## src/rtl/act_unit.sv

```systemverilog
// Two-stage activation pipeline: stage 1 captures a beat with its own config snapshot,
// stage 2 applies bypass / ReLU / leaky ReLU / clipped ReLU per lane behind valid/ready.
module act_unit #(
    parameter int DATA_WIDTH   = 12,
    parameter int CHANNELS     = 4,
    parameter int LEAK_SHIFT_W = 3
) (
    input  logic                           clk,
    input  logic                           rst,
    input  logic [1:0]                     act_mode,
    input  logic [LEAK_SHIFT_W-1:0]        act_leak_shift,
    input  logic [DATA_WIDTH-1:0]          act_clip_max,
    output logic                           act_ready_in,
    input  logic                           act_valid_in,
    input  logic [CHANNELS*DATA_WIDTH-1:0] act_data_in,
    input  logic                           act_ready_out,
    output logic                           act_valid_out,
    output logic [CHANNELS*DATA_WIDTH-1:0] act_data_out
);

    localparam int BUS_W = CHANNELS * DATA_WIDTH;

    typedef enum logic [1:0] {
        MODE_BYPASS = 2'd0,
        MODE_RELU   = 2'd1,
        MODE_LEAKY  = 2'd2,
        MODE_CLIP   = 2'd3
    } mode_e;

    logic                    s1_valid_q;
    logic [BUS_W-1:0]        s1_data_q;
    mode_e                   s1_mode_q;
    logic [LEAK_SHIFT_W-1:0] s1_shift_q;
    logic [DATA_WIDTH-1:0]   s1_clip_q;

    logic                    s2_valid_q;
    logic [BUS_W-1:0]        s2_data_q;
    logic [BUS_W-1:0]        s2_data_d;

    logic                    s2_load;
    logic                    in_xfer;

    function automatic logic [DATA_WIDTH-1:0] act_lane(
        input logic signed [DATA_WIDTH-1:0] x,
        input mode_e                        m,
        input logic [LEAK_SHIFT_W-1:0]      sh,
        input logic signed [DATA_WIDTH-1:0] clip
    );
        logic signed [DATA_WIDTH-1:0] lim;
        logic                         neg;
        neg = x[DATA_WIDTH-1];
        // A negative clip bound collapses clipped ReLU to all-zero output.
        lim = clip[DATA_WIDTH-1] ? '0 : clip;
        case (m)
            MODE_BYPASS: return x;
            MODE_RELU:   return neg ? '0 : x;
            MODE_LEAKY:  return neg ? (x >>> sh) : x;
            default:     return neg ? '0 : ((x > lim) ? lim : x);
        endcase
    endfunction

    // s2 can take a new beat when empty or when its current beat is leaving this cycle.
    assign s2_load      = !s2_valid_q || act_ready_out;
    assign act_ready_in = !s1_valid_q || s2_load;
    assign in_xfer      = act_valid_in && act_ready_in;

    // NOTE: every output of an always_comb gets a default before any conditional
    // assignment, so no path leaves it unassigned and no latch is inferred.
    always_comb begin
        s2_data_d = '0;
        for (int k = 0; k < CHANNELS; k++) begin
            s2_data_d[k*DATA_WIDTH +: DATA_WIDTH] =
                act_lane(s1_data_q[k*DATA_WIDTH +: DATA_WIDTH], s1_mode_q, s1_shift_q, s1_clip_q);
        end
    end

    // NOTE: state registers use non-blocking assignments so every flop samples
    // pre-edge values, regardless of statement order inside the block.
    always_ff @(posedge clk or negedge rst) begin
        if (!rst) begin
            s1_valid_q <= 1'b0;
            s1_data_q  <= '0;
            s1_mode_q  <= MODE_BYPASS;
            s1_shift_q <= '0;
            s1_clip_q  <= '0;
            s2_valid_q <= 1'b0;
            s2_data_q  <= '0;
        end else begin
            if (act_ready_in) begin
                s1_valid_q <= act_valid_in;
            end
            if (in_xfer) begin
                s1_data_q  <= act_data_in;
                s1_mode_q  <= mode_e'(act_mode);
                s1_shift_q <= act_leak_shift;
                s1_clip_q  <= act_clip_max;
            end
            if (s2_load) begin
                s2_valid_q <= s1_valid_q;
                if (s1_valid_q) begin
                    s2_data_q <= s2_data_d;
                end
            end
        end
    end

    assign act_valid_out = s2_valid_q;
    assign act_data_out  = s2_data_q;

endmodule
```

## config.mk

```make
export PLATFORM = sky130hd
export DESIGN_NAME = act_unit
export DESIGN_NICKNAME = d
export VERILOG_FILES = /design/src/rtl/act_unit.sv
export SDC_FILE = /design/constraint.sdc
export NUM_CORES = 1
export LEC_CHECK = 0
export CAP_MARGIN = 20
export CORE_AREA = 2 2 147 149
export DETAILED_ROUTE_END_ITERATION = 6
export DIE_AREA = 0 0 149 151
export PLACE_DENSITY = 0.6
export SLEW_MARGIN = 10
export SYNTH_ARGS = -nofsm -noshare
export SYNTH_HDL_FRONTEND = slang
export SYNTH_SLANG_ARGS = --single-unit
```

## constraint.sdc

```tcl
create_clock -name clk -period 2.55 [get_ports clk]
set_input_delay 0.51 -clock clk [delete_from_list [all_inputs] [get_ports clk]]
set_output_delay 0.51 -clock clk [all_outputs]
set_load 0.01 [all_outputs]
```

Word-level counts from Yosys, hierarchy flattened
Cells that the tools add are included.
Widths: inputs -> output; s select.
{"block": "totals", "register_bits": 115, "output_inout_bits": 50}
{"block": "classes", "magnitude_cmp": 4, "eq_ne": 2, "shift": 4, "n_mux": 21, "n_reduce_logical": 7}
{"op": "$pmux 12 s3", "n": 4}
{"op": "$mux 12", "n": 10}
{"op": "$mux 11", "n": 7}
{"op": "$gt 12x12->1", "n": 4}
{"op": "$sshr 12x3->12", "n": 4}
{"op": "$eq 2x1->1 const B", "n": 1}
{"op": "$eq 2x2->1 const B", "n": 1}
{"op": "$logic_not 1->1", "n": 2}
{"op": "$logic_not 2->1", "n": 1}
{"op": "$logic_or 1x1->1", "n": 2}
{"op": "$reduce_and 2->1", "n": 1}
{"op": "$logic_and 1x1->1", "n": 1}

Depth between registers and ports, before layout
{"block": "depth", "ltp_word": 5, "depth_mapped": 12, "mapped_depth_nobuf": 9}

Least setup slack after synthesis
OpenSTA, ideal clock, no wires.
{"block": "synth_path", "path_kind": "reg2reg", "from": "register s1_clip_q[11]", "to": "register s2_data_q[28] (netlist: act_data_out[28])", "setup_time_ps": 133, "t_arrival_ps": 2604, "t_required_ps": 2417, "slack_ps": -188, "path_stages_with_launch": 12, "path_buffers": 2, "period_less_slack_ps": 2738, "cell_sequence": "dfrtp_1 clkbuf_1 nor2b_1 inv_1 ha_1 nand4b_1 nor3_1 a2111oi_4 a21o_1 buf_2 a2111oi_0 nor2_1"}
{"block": "synth_between", "elab_chain_len": 5}
{"element": "from (decl)", "line_no": "34", "rtl": "logic [DATA_WIDTH-1:0] s1_clip_q;"}
{"element": "from (signal assigned)", "line_no": "96", "rtl": "s1_clip_q <= act_clip_max;"}
{"element": "$mux 11 *", "line_no": "53", "rtl": "lim = clip[DATA_WIDTH-1] ? '0 : clip;"}
{"element": "$gt 12x12->1", "line_no": "58", "rtl": "default: return neg ? '0 : ((x > lim) ? lim : x);"}
{"element": "$mux 12 * (2 in series)", "line_no": "58"}
{"element": "$pmux 12 s3 *", "line_no": "54", "rtl": "case (m)"}
{"element": "to (signal assigned)", "line_no": "101", "rtl": "s2_data_q <= s2_data_d;"}
{"element": "to (decl)", "line_no": "37", "rtl": "logic [BUS_W-1:0] s2_data_q;"}
Mark *: on every way between the ends. The rest lies on a longest branch, timed or not.
A chain may end at the register's enable or synchronous reset.

Worst setup path in the final report
{"block": "layout_path", "from": "register s1_clip_q[11]", "to": "register s2_data_q[2] (netlist: act_data_out[2])"}
Same word-level chain as after synthesis.

==> results.md <==
* Outcome: finished with violations
* Violated checks: negative setup slack
* Slew Viols, Final at 0
* First-pass GRT wire length at roughly 44000 µm
* Non-Filler Instances at ~1300
* Drt total wl at around 29000 µm
* RePlAce Congestion at about 0.96
* Critical Path Start Type: register
* Synth warn at 0
* Yosys top cell area share at a little over a third
* Die area at between 20000 and 25000 µm²
* Pint at 6090 µW
* Vias in the first global route at approximately 7600
* Placed Area at 10500 µm²
* Max-Cap Viols at 0
* Top post-synthesis cells by area: dfrtp_1 35%, mux2_2 9.7%, ha_1 6.7%
* HPWL after DPL at about 21000 µm
* Maximum VDD drop at 473 µV
* Clock power share at about 30%
* Period utilization at 103%
* Layout cells sized above 1 at 32.7%
* Max-slew headroom at between 20% and 30%
* Endpoints failing setup at 13
* Largest net degree at the start of global routing at 66
* Die Height at about 150 µm
* GRT met3 Usage at ~4.3%
* Synthesized instance count at roughly 840
* Drt via density at between 5 and 6
* Number of port buffers at around 120
* Die Wd at 149 µm
* Busiest grt layer: met2
* Num rows at 53
* Switching Share at between 30% and 40%
* Synth Cell Area at 8220 µm²
* Yosys cell types at 58
* Final worst slack at -0.0889 ns
* Commonest non-fill, non-tap cell in the layout: clkdlybuf4s50_1
* CTS sink cnt at ~120
* Cell taking the most area after synthesis: dfrtp_1
* CTS H-tree lvls at 4
* Core Region at about 21000 µm²
* Post-route ant nets at 0
* Clock skew at between 0.006 and 0.007 ns
* Setup crit end kind: register
* Worst EP required at between 2 and 3 ns
* Crit path max fanout at 8
* Post-route DRC at 0
* Placed cells at around 1300
* I/O pins at around 120
* CP max-delay cell: dfrtp_2
* Syn avg cell area at 9.75 µm²
* Max Freq at roughly 380 MHz
* CP Class: reg -> reg
* GRT Residual Overflow at 0
* Synthesis-stage register bit count at 115
* Most frequent cells in the layout: 117 x clkdlybuf4s50_1, 116 x buf_4, 111 x dfrtp_1, 71 x mux2_2, 69 x nor2_1
* DR pass1 iterations at 5
* P&R area growth vs syn at 43.9%
* Seq pwr share at 28.5%
* Leak pwr at a little under 0.005 µW
* Worst path bufs/invs at 4
* Min-Delay Path Class: in -> async
* Max Root-Sink Buffers at 2
* Root Driver: clkbuf_16
* Post-layout min period at roughly 2.6 ns
* CP peak stage delay at approximately 0.5 ns
* Initial antenna violation count at 0
* Psw at approximately 3400 µW
* Worst-Margin Slew at between 1 and 1.5 ns
* Crit path DAT at 2.94 ns
* Sequential share of the synthesized area at between 30% and 40%
* 1st-iter DRT viols at between 700 and 800
* Worst-path clk slew at 0.06 ns
* Routed wire per std cell at about 22 µm
* Ys flop type: dfrtp_1
* Worst-Skew Late Latency at 0.44 ns
* Grt met2 use at 42.1%
* Gr usage total at 25.7%
* RSZ-0062 raised after global routing: yes
* Ys async rst share at 100%
* Crit path cell chain: buf_6 -> nor2b_4 -> inv_2 -> buf_12 -> ha_4 -> nor2b_1 -> o211ai_1 -> a211o_1 -> a21o_1 -> buf_6 -> o2111ai_2 -> o211ai_1
* CTS Buf Count at 17
* Gate power share at between 40% and 50%
* Syn Nets at about 960
* N_diodes at 0
* Fillers at around 1800
* PD cells at a little over 800 nW/µm²
* Number of flops mapped to enable cells by yosys at 0
* Vias at about 8000
* Nets@finish at 1169
* Final Cell Area at about 12000 µm²
* Starting density of the core at between 30% and 40%
* TNS Setup at -0.525 ns
* TritonCTS clock tree: done
* Fin. Hold Viols at 0
* Met1 Use GR at a little over a third
* Final core occ at approximately 57%
* Top cell family by delay on the critical path: compound AO/OA/AOI/OAI gates
## per-stage QoR
stage	total power, µW	hold WS, ns	setup slack [ns]
floorplan	4580	0.214	-0.0253
global placement	6280	0.397	-0.163
CTS	9190	0.479	-0.0130
finish	9530	0.479	-0.0889
global route	9990	0.509	-0.172
detailed placement	6310	0.399	-0.302
## flip-flops by register name, summed over array words and instances (netlist names)
signal,count
s1_valid_q,1
s1_mode_q,2
act_valid_out,1
s1_data_q,48
s1_clip_q,12
s1_shift_q,3
act_data_out,48
## Yosys cell counts (7+ instances only)
library cell / number
o22ai_1: 14
o21ai_0: 58
nand3_1: 21
a21oi_1: 51
ha_1: 44
a211oi_1: 28
nand2b_1: 17
o2111ai_1: 8
nor2b_1: 21
inv_1: 21
a21o_1: 12
clkbuf_1: 41
o211ai_1: 11
a221oi_1: 10
nor3_1: 7
mux2i_1: 50
buf_2: 12
nand2_1: 30
mux2_2: 71
a31oi_1: 30
dfrtp_1: 115
nor2_1: 70
mux4_2: 15
o221ai_1: 7
## metal layers
layer / wire length (µm) / share of wire, %
met5: 0 / 0
met1: 12800 / 44
met3: 1700 / 5.9
met2: 13700 / 47
met4: 879 / 3.0
## layout make-up
| type | count | area (µm²) | area share (%) |
|---|---|---|---|
| inverter | 21 | 86.3 | 0.730 |
| tap | 275 | 344 | 2.91 |
| sequential | 115 | 2880 | 24.4 |
| timing repair buffer | 253 | 2340 | 19.8 |
| multi-input combinational | 648 | 5510 | 46.6 |
| clock inverter | 12 | 203 | 1.71 |
| clock buffer | 20 | 467 | 3.95 |
## logic make-up after synthesis
group                      share of synthesized area (%)
AOI/OAI and AO/OA                                   21.7
and+or+nand+nor                                     12.2
muxes                                               20.2
DFF                                                 35.0
buffers and inverters                               4.16
adders and majority gates                           6.70
## final timing paths
path                                   from                to  slack, ns  cells past startpoint
setup / recovery              s1_clip_q[11]   act_data_out[2]      -0.09                     12
setup reg to reg              s1_clip_q[11]   act_data_out[2]      -0.09                     12
hold reg to reg            act_data_out[47]  act_data_out[47]       0.49                      2
min in group clk           act_data_out[47]  act_data_out[47]       0.49                      2
hold / removal                          rst  act_data_out[22]       0.48                      2
max in group asynchronous               rst     s1_data_q[42]       1.27                      3
## repair_timing
action                     in CTS  in global routing
hold endpoints to repair       14                  0
pin swaps                       8                 50
hold buffers                    1                  0
resized for setup              33                 76
setup buffers                   3                 11
setup endpoints to repair      33                 43
## power by group through the flow
| stage | registers [µW] | clock network (µW) | logic (µW) |
|---|---|---|---|
| 2_1_floorplan | 2620 | 0 | 1960 |
| 3_5_place_dp | 2710 | 0 | 3600 |
| 5_1_grt | 2770 | 2880 | 4350 |
| 3_3_place_gp | 2710 | 0 | 3570 |
| 6_report | 2720 | 2780 | 4030 |
| 4_1_cts | 2680 | 2800 | 3710 |
(Power assumes the default switching activity.)
